<file path="src/rtl/button_led_pio.sv">
// Avalon-MM button/LED PIO: debounced buttons with edge capture and a maskable
// level interrupt, plus LED outputs with per-bit hardware blinking.

module button_lane #(
    parameter int DEBOUNCE_CYCLES   = 50000,
    parameter int EDGE_MODE         = 0,
    parameter int BUTTON_ACTIVE_LOW = 1
) (
    input  logic osc_clk,
    input  logic reset,
    input  logic pin,
    output logic state,
    output logic hit
);
    localparam int   CNT_W = (DEBOUNCE_CYCLES > 1) ? $clog2(DEBOUNCE_CYCLES) : 1;
    localparam logic IDLE  = (BUTTON_ACTIVE_LOW != 0);

    logic             sync1, sync2;
    logic [CNT_W-1:0] cnt;
    logic             pressed, update;

    assign pressed = sync2 ^ IDLE;
    assign update  = (pressed != state) && (cnt == CNT_W'(DEBOUNCE_CYCLES - 1));

    always_comb begin
        hit = 1'b0;
        if (update) begin
            case (EDGE_MODE)
                0:       hit = pressed;
                1:       hit = ~pressed;
                default: hit = 1'b1;
            endcase
        end
    end

    // Synchroniser resets to the released pin level so reset never looks like a press.
    always_ff @(posedge osc_clk) begin
        if (reset) begin
            sync1 <= IDLE;
            sync2 <= IDLE;
            cnt   <= '0;
            state <= 1'b0;
        end else begin
            sync1 <= pin;
            sync2 <= sync1;
            if (pressed == state || update)
                cnt <= '0;
            else
                cnt <= cnt + 1'b1;
            if (update)
                state <= pressed;
        end
    end
endmodule

module button_led_pio #(
    parameter int N_BUTTONS         = 4,
    parameter int N_LEDS            = 4,
    parameter int DEBOUNCE_CYCLES   = 50000,
    parameter int EDGE_MODE         = 0,
    parameter int BUTTON_ACTIVE_LOW = 1,
    parameter int LED_ACTIVE_LOW    = 0
) (
    input  logic                 osc_clk,
    input  logic                 reset,
    input  logic [2:0]           avs_address,
    input  logic                 avs_read,
    input  logic                 avs_write,
    input  logic [31:0]          avs_writedata,
    output logic [31:0]          avs_readdata,
    output logic                 irq,
    input  logic [N_BUTTONS-1:0] button,
    output logic [N_LEDS-1:0]    led
);
    localparam logic [N_LEDS-1:0] LED_INV = (LED_ACTIVE_LOW != 0) ? '1 : '0;

    logic [N_BUTTONS-1:0] state, edge_hit, irq_mask, edge_cap;
    logic [N_LEDS-1:0]    led_out, led_blink, led_on;
    logic [23:0]          blink_div, blink_cnt;
    logic                 blink_phase;
    logic [31:0]          rd_mux;
    logic                 unused_wd;

    logic wr_mask, wr_ecap, wr_lout, wr_blink, wr_div;
    assign wr_mask  = avs_write && (avs_address == 3'd1);
    assign wr_ecap  = avs_write && (avs_address == 3'd2);
    assign wr_lout  = avs_write && (avs_address == 3'd3);
    assign wr_blink = avs_write && (avs_address == 3'd4);
    assign wr_div   = avs_write && (avs_address == 3'd5);
    assign unused_wd = ^avs_writedata;

    for (genvar i = 0; i < N_BUTTONS; i++) begin : g_btn
        button_lane #(
            .DEBOUNCE_CYCLES  (DEBOUNCE_CYCLES),
            .EDGE_MODE        (EDGE_MODE),
            .BUTTON_ACTIVE_LOW(BUTTON_ACTIVE_LOW)
        ) u_lane (
            .osc_clk(osc_clk),
            .reset  (reset),
            .pin    (button[i]),
            .state  (state[i]),
            .hit    (edge_hit[i])
        );
    end

    always_comb begin
        rd_mux = '0;
        case (avs_address)
            3'd0: rd_mux[N_BUTTONS-1:0] = state;
            3'd1: rd_mux[N_BUTTONS-1:0] = irq_mask;
            3'd2: rd_mux[N_BUTTONS-1:0] = edge_cap;
            3'd3: rd_mux[N_LEDS-1:0]    = led_out;
            3'd4: rd_mux[N_LEDS-1:0]    = led_blink;
            3'd5: rd_mux[23:0]          = blink_div;
            default: rd_mux = '0;
        endcase
    end

    assign led_on = led_out & ~(led_blink & {N_LEDS{blink_phase}});

    always_ff @(posedge osc_clk) begin
        if (reset) begin
            irq_mask     <= '0;
            edge_cap     <= '0;
            led_out      <= '0;
            led_blink    <= '0;
            blink_div    <= 24'hFFFFFF;
            blink_cnt    <= '0;
            blink_phase  <= 1'b0;
            irq          <= 1'b0;
            avs_readdata <= '0;
            led          <= LED_INV;
        end else begin
            if (avs_read)
                avs_readdata <= rd_mux;
            if (wr_mask)  irq_mask  <= avs_writedata[N_BUTTONS-1:0];
            if (wr_lout)  led_out   <= avs_writedata[N_LEDS-1:0];
            if (wr_blink) led_blink <= avs_writedata[N_LEDS-1:0];
            // New captures are OR-ed in after the clear so a same-cycle set wins.
            edge_cap <= (edge_cap & ~(wr_ecap ? avs_writedata[N_BUTTONS-1:0] : '0)) | edge_hit;
            irq      <= |(edge_cap & irq_mask);
            if (wr_div) begin
                blink_div   <= avs_writedata[23:0];
                blink_cnt   <= '0;
                blink_phase <= 1'b0;
            end else if (blink_cnt == blink_div) begin
                blink_cnt   <= '0;
                blink_phase <= ~blink_phase;
            end else begin
                blink_cnt   <= blink_cnt + 1'b1;
            end
            led <= led_on ^ LED_INV;
        end
    end
endmodule

</file>
<file path="config.mk">
export PLATFORM = sky130hd
export DESIGN_NAME = button_led_pio
export DESIGN_NICKNAME = d
export VERILOG_FILES = /design/src/rtl/button_led_pio.sv
export SDC_FILE = /design/constraint.sdc
export NUM_CORES = 1
export LEC_CHECK = 0
export BUFFER_PORTS_ARGS = -buffer_cell sky130_fd_sc_hd__buf_4
export CAP_MARGIN = 20
export CORE_MARGIN = 2
export CORE_UTILIZATION = 59
export DETAILED_ROUTE_END_ITERATION = 6
export PLACE_DENSITY = 0.9
export SLEW_MARGIN = 30
export SYNTH_ARGS = -nofsm -noshare
export SYNTH_HDL_FRONTEND = slang
export SYNTH_HIERARCHICAL = 1
export SYNTH_SLANG_ARGS = --single-unit
</file>
<file path="constraint.sdc">
create_clock -name osc_clk -period 2.3 [get_ports osc_clk]
set_input_delay 0.46 -clock osc_clk [delete_from_list [all_inputs] [get_ports osc_clk]]
set_output_delay 0.46 -clock osc_clk [all_outputs]
set_load 0.05 [all_outputs]
</file>
# --- Word level (Yosys, flattened, before mapping) ---
# Cells that the tools add are included.
totals:
  register_bits: 170
  word_cells: 89
op_classes:
  add_sub_neg: 5
  eq_ne: 18
  mux: 7
  n_bitwise: 12
  n_reduce_logical: 21
op_table:
  columns: ["op", "n"]
  rows:
  - ["adder 16 x 1 -> 16 bit (second input constant)", 4]
  - ["== test 16 bit (second input constant)", 4]
  - ["adder 24 x 1 -> 24 bit (second input constant)", 1]
  - ["== test 24 bit", 1]
  - ["case mux 4 bit (6 select lines)", 1]
  - ["2-to-1 mux 20 bit", 1]
  - ["AND 4 bit", 4]
  - ["OR reduction 2 bit", 5]
  - ["logical AND 1 bit", 9]
  - ["inverter 4 bit", 2]
  - ["== test 3 x 2 -> 1 bit (second input constant)", 2]
  - ["== test 3 bit (second input constant)", 2]
  - ["inverter 1 bit", 5]
  - ["== test 1 bit", 4]
  - ["logical OR 1 bit", 4]
  - ["2-to-1 mux 1 bit", 4]
  - ["2-to-1 mux 4 bit", 1]
  - ["!= test 1 bit", 4]
  - ["OR 4 bit", 1]
  - ["OR reduction 4 bit", 1]
  - ["== test 3 x 1 -> 1 bit (second input constant)", 1]
  - ["zero test 3 bit", 1]
  - ["OR reduction 3 bit", 1]

# --- Longest topological paths before layout ---
depth:
  ltp_word: 6
  depth_mapped: 7
  mapped_depth_nobuf: 6

# --- Modules after synthesis ---
# The synthesis kept the hierarchy.
modules_own_cells:
  columns: ["mod", "instances", "cells_per_inst", "area_each_um2"]
  rows:
  - ["button_led_pio", 1, 484, 4237.8]
  - ["button_lane", 4, 92, 830.8]

# --- Worst setup path after synthesis ---
# OpenSTA, ideal clock, no wires.
synth_timing:
  kind: "reg-to-reg"
  startpoint: "register g_btn[0].u_lane.cnt[10]"
  endpoint: "register g_btn[0].u_lane.cnt[13]"
  setup_time_ns: 0.115
  t_arrival_ns: 1.541
  path_slack_ns: 0.644
  stages_incl_launch_ff: 6
  synth_period_minus_slack_ns: 1.656
  cell_sequence: "dfxtp_1 or4b_1 or4_4 nand2_4 buf_6 nor2_1"
synth_between:
  elab_chain_len: 4
synth_rtl:
  columns: ["item", "line_no", "text"]
  rows:
  - ["start: declaration", "19", "logic [CNT_W-1:0] cnt;"]
  - ["start signal: assignment", "49", "cnt <= cnt + 1'b1;"]
  - ["branches (longest 4 deep; another with adder 16 x 1 -> 16 bit)", null, null]
# Several ways; the timed one is not identified.
# A chain may end at the register's enable or synchronous reset.

# --- Worst setup path in the final report ---
layout_timing:
  startpoint: "register g_btn[0].u_lane.cnt[0]"
  endpoint: "register edge_cap[0]"
layout_between:
  elab_chain_len: 4
layout_rtl:
  columns: ["item", "line_no", "text"]
  rows:
  - ["== test 16 bit", "23", "assign update = (pressed != state) && (cnt == CNT_W'(DEBOUNCE_CYCLES - 1));"]
  - ["logical AND 1 bit", "23", null]
  - ["2-to-1 mux 1 bit", "27", "if (update) begin"]
  - ["net edge_hit[0]", "77", "logic [N_BUTTONS-1:0] state, edge_hit, irq_mask, edge_cap;"]
  - ["OR 4 bit", "140", "edge_cap <= (edge_cap & ~(wr_ecap ? avs_writedata[N_BUTTONS-1:0] : '0)) | edge_hit;"]
  - ["end signal: assignment", "140", null]
  - ["end: declaration", "77", null]
# The timed path passes the listed nets, and every way through them passes these cells.

==> run summary <==
fraction of layout cells with a size suffix above 1 - 16.5%
Die Ht - 117 um
Final Slew Violations - 0
count of final setup violators - 0
VDD IR-drop max - 0.568 mV
CTS tree - done
CTS clk-pin slew, worst paths - 60 ps
core area - 12600 um^2
Via Count - 6141
final worst path period share - 83.0%
Synth area leader - dfxtp_1
status - finished clean
Unique masters post-synth - 50
relative max-transition margin - 44.1%
Worst Hold Endpoint - g_btn[3].u_lane/sync1$_SDFF_PP1_
Tmin final - 1910 ps
RSZ-0062 raised after global routing - false
first-pass GRT wire length - 27.8 mm
Port Buffers - 63
synthesized instance count - 852
Mean Syn Cell Area - 8.87 um^2
Final Hold Vio Count - 0
crit path kind - reg2reg
# H-tree levels - 4
initial antenna violation count - 0
Root Buffer - clkbuf_16
routed length on met1 - 7.05 mm
register area share after synthesis - 45.0%
drt first-iter violations - 440
Achievable Freq - 524 MHz
nature of the critical path endpoint - flop
clock skew - 10.9 ps
met2 WL post-DR - 8.53 mm
Initial Utilization - 60.2%
CTS max path bufs - 2
DIE WIDTH - 117 um
CP required - 2660 ps
Setup crit start kind - flop
number of enable flip-flop cells after synthesis - 0
placed insts - 1061
pin count of the biggest net entering global routing - 37
RD Place Congestion - 0.858
number of global-route vias before repair - 6026
most numerous cell in the Yosys netlist - dfxtp_1
largest cells by area after synthesis - dfxtp_1, xnor2_1, nor2_1, xor2_1, nand2_1
Num CTS Buffers - 17
yosys warns - 6
CTS Hold Bufs - 0
hold path cells - 2
WL final - 16.9 mm
GRT overflow - 0
vias per cell - 5.62
# clock sinks - 170
Synth Register Bits - 170
PwrDens - 731 nW/um^2
CTS-repair resized insts - 0
Synth top area share - 45.0%
post-route ant nets - 0
r2r setup slk - 390 ps
final net count - 956
Hold Path Origin - button[3]
clock latency on the worst-skew pair - 420 ps
CP arrival - 2270 ps
Post-synth top cells - dfxtp_1, nor2_1, nand2_1
Non-Filler Instances - 1092
total setup buffers inserted after CTS - 0
drc violations - 0
Worst Path Max Fanout - 7
Async S/R FF share, synth - 0%
RR Endpoint - edge_cap[0]$_SDFF_PP0_
Max Used Layer - met4
setup_tns - 0 ps
Avg WL per Cell - 15.5 um
Die ar. - 13700 um^2
Lkg Pwr - 3.11 nW
Area Overhead vs Synth - 15.1%
ys flop type - dfxtp_1
worst reg2reg startpoint - g_btn[0].u_lane/cnt[0]$_SDFF_PP0_
Ports - 80
worst slew pin tran - 839 ps
cell area after synthesis - 7560 um^2
Final Power - 6.36 mW
worst reg-to-reg path cell count - 6
Tot GR Track Use - 25.7%
TritonRoute pass-1 iters - 6
Routed met3 length - 771 um
row count - 41
Hold Path Class - in2reg
hpwl dp - 10.9 mm
Max-Cap Viols - 0
ANT cells - 0
-- registers in the layout, summed over array words and instances, names as in the netlist --
register	flops
led_blink	4
led_out	4
avs_readdata	24
blink_div	24
g_btn.u_lane/cnt	64
irq_mask	4
g_btn.u_lane/sync1	4
blink_cnt	24
g_btn.u_lane/sync2	4
led	4
edge_cap	4
irq	1
blink_phase	1
g_btn.u_lane/state	4
-- per-layer routing --
layer,vias up,track usage (%)
met2,184,44.6
met1,2933,29.7
met3,52,5.82
li1,2972,-
met5,-,0
met4,0,13.2
-- report_power, final --
part | switching (mW) | total (mW) | internal [mW]
logic | 0.228 | 0.360 | 0.132
clock network | 1.13 | 2.97 | 1.84
registers | 0.0420 | 3.03 | 2.99
total | 1.40 | 6.36 | 4.97
-- worst max-delay path, stage by stage (launching register included) --
cell     delay (ps)
dfxtp_1         370
ha_1            230
nand3_1         310
or4_4           630
nor3_1          160
a21oi_1          60
nor2_1           80
-- layout by cell type, fill, tap and decap left out, types with 3 or more instances in the layout --
master	Yosys	layout
dfxtp_1	170	170
nor2_1	125	125
nand2_1	78	78
buf_4	8	71
xnor2_1	59	59
xor2_1	41	41
a21oi_1	34	34
nand3_1	31	31
nor3_1	27	27
inv_1	27	27
nand3b_1	24	24
nor4_1	24	24
nand4_1	22	22
nor2b_1	21	21
mux2i_1	21	21
nor2_2	20	20
clkbuf_16	0	17
and3_1	9	9
conb_1	1	8
nand4bb_1	8	8
or2_2	8	8
o21ai_0	5	5
ha_1	5	5
clkbuf_8	0	5
nor4_2	4	4
a211oi_1	4	4
mux2_2	4	4
a22oi_1	4	4
or4b_1	4	4
or4_4	4	4
nand2_4	4	4
a31o_2	4	4
bufinv_16	0	3
clkinv_2	0	3
-- through the flow --
step                      instance area (um^2)  utilization (%)  hold slack [ps]  setup WS, ps
after floorplan                           7590                -              389           644
after global placement                    8090             64.4              392           377
after detailed placement                  8090             64.4              396           337
after CTS                                 8700             69.2              207           407
after global routing                      8700             69.2              213           253
final                                     8700             69.2              218           390
-- how the worst max path moves through the flow --
stage | depth (start not counted) | slack (ps) | start | end
2_1_floorplan | 5 | 640 | g_btn[0].u_lane/cnt[10]$_SDFF_PP0_ | g_btn[0].u_lane/cnt[13]$_SDFF_PP0_
3_3_place_gp | 5 | 380 | avs_address[1] | avs_readdata[19]$_SDFFE_PP0P_
3_5_place_dp | 5 | 340 | avs_address[1] | avs_readdata[19]$_SDFFE_PP0P_
4_1_cts | 6 | 410 | g_btn[0].u_lane/cnt[0]$_SDFF_PP0_ | edge_cap[0]$_SDFF_PP0_
5_1_grt | 6 | 250 | blink_cnt[0]$_SDFF_PP0_ | blink_cnt[18]$_SDFF_PP0_
6_report | 6 | 390 | g_btn[0].u_lane/cnt[0]$_SDFF_PP0_ | edge_cap[0]$_SDFF_PP0_
-- layout make-up --
class	count	area, um^2
clock inverter	7	113
timing repair buffer	71	533
inverter	27	101
fill	901	3870
clock buffer	24	502
multi-input combinational	621	3830
sequential	170	3400
tap	172	215
-- logic make-up after synthesis --
| family | count (synthesis) | share of synthesized area, % |
|---|---|---|
| AO/OA/AOI/OAI | 58 | 4.62 |
| AND/OR/NAND/NOR | 424 | 29.7 |
| buffers and inverters | 68 | 4.62 |
| flip-flops | 170 | 45.0 |
| XOR/XNOR | 101 | 11.8 |
| other | 1 | 0.0496 |
| multiplexers | 25 | 3.38 |
| adder cells (fa/ha/maj) | 5 | 0.827 |
(Power assumes the default switching activity.)
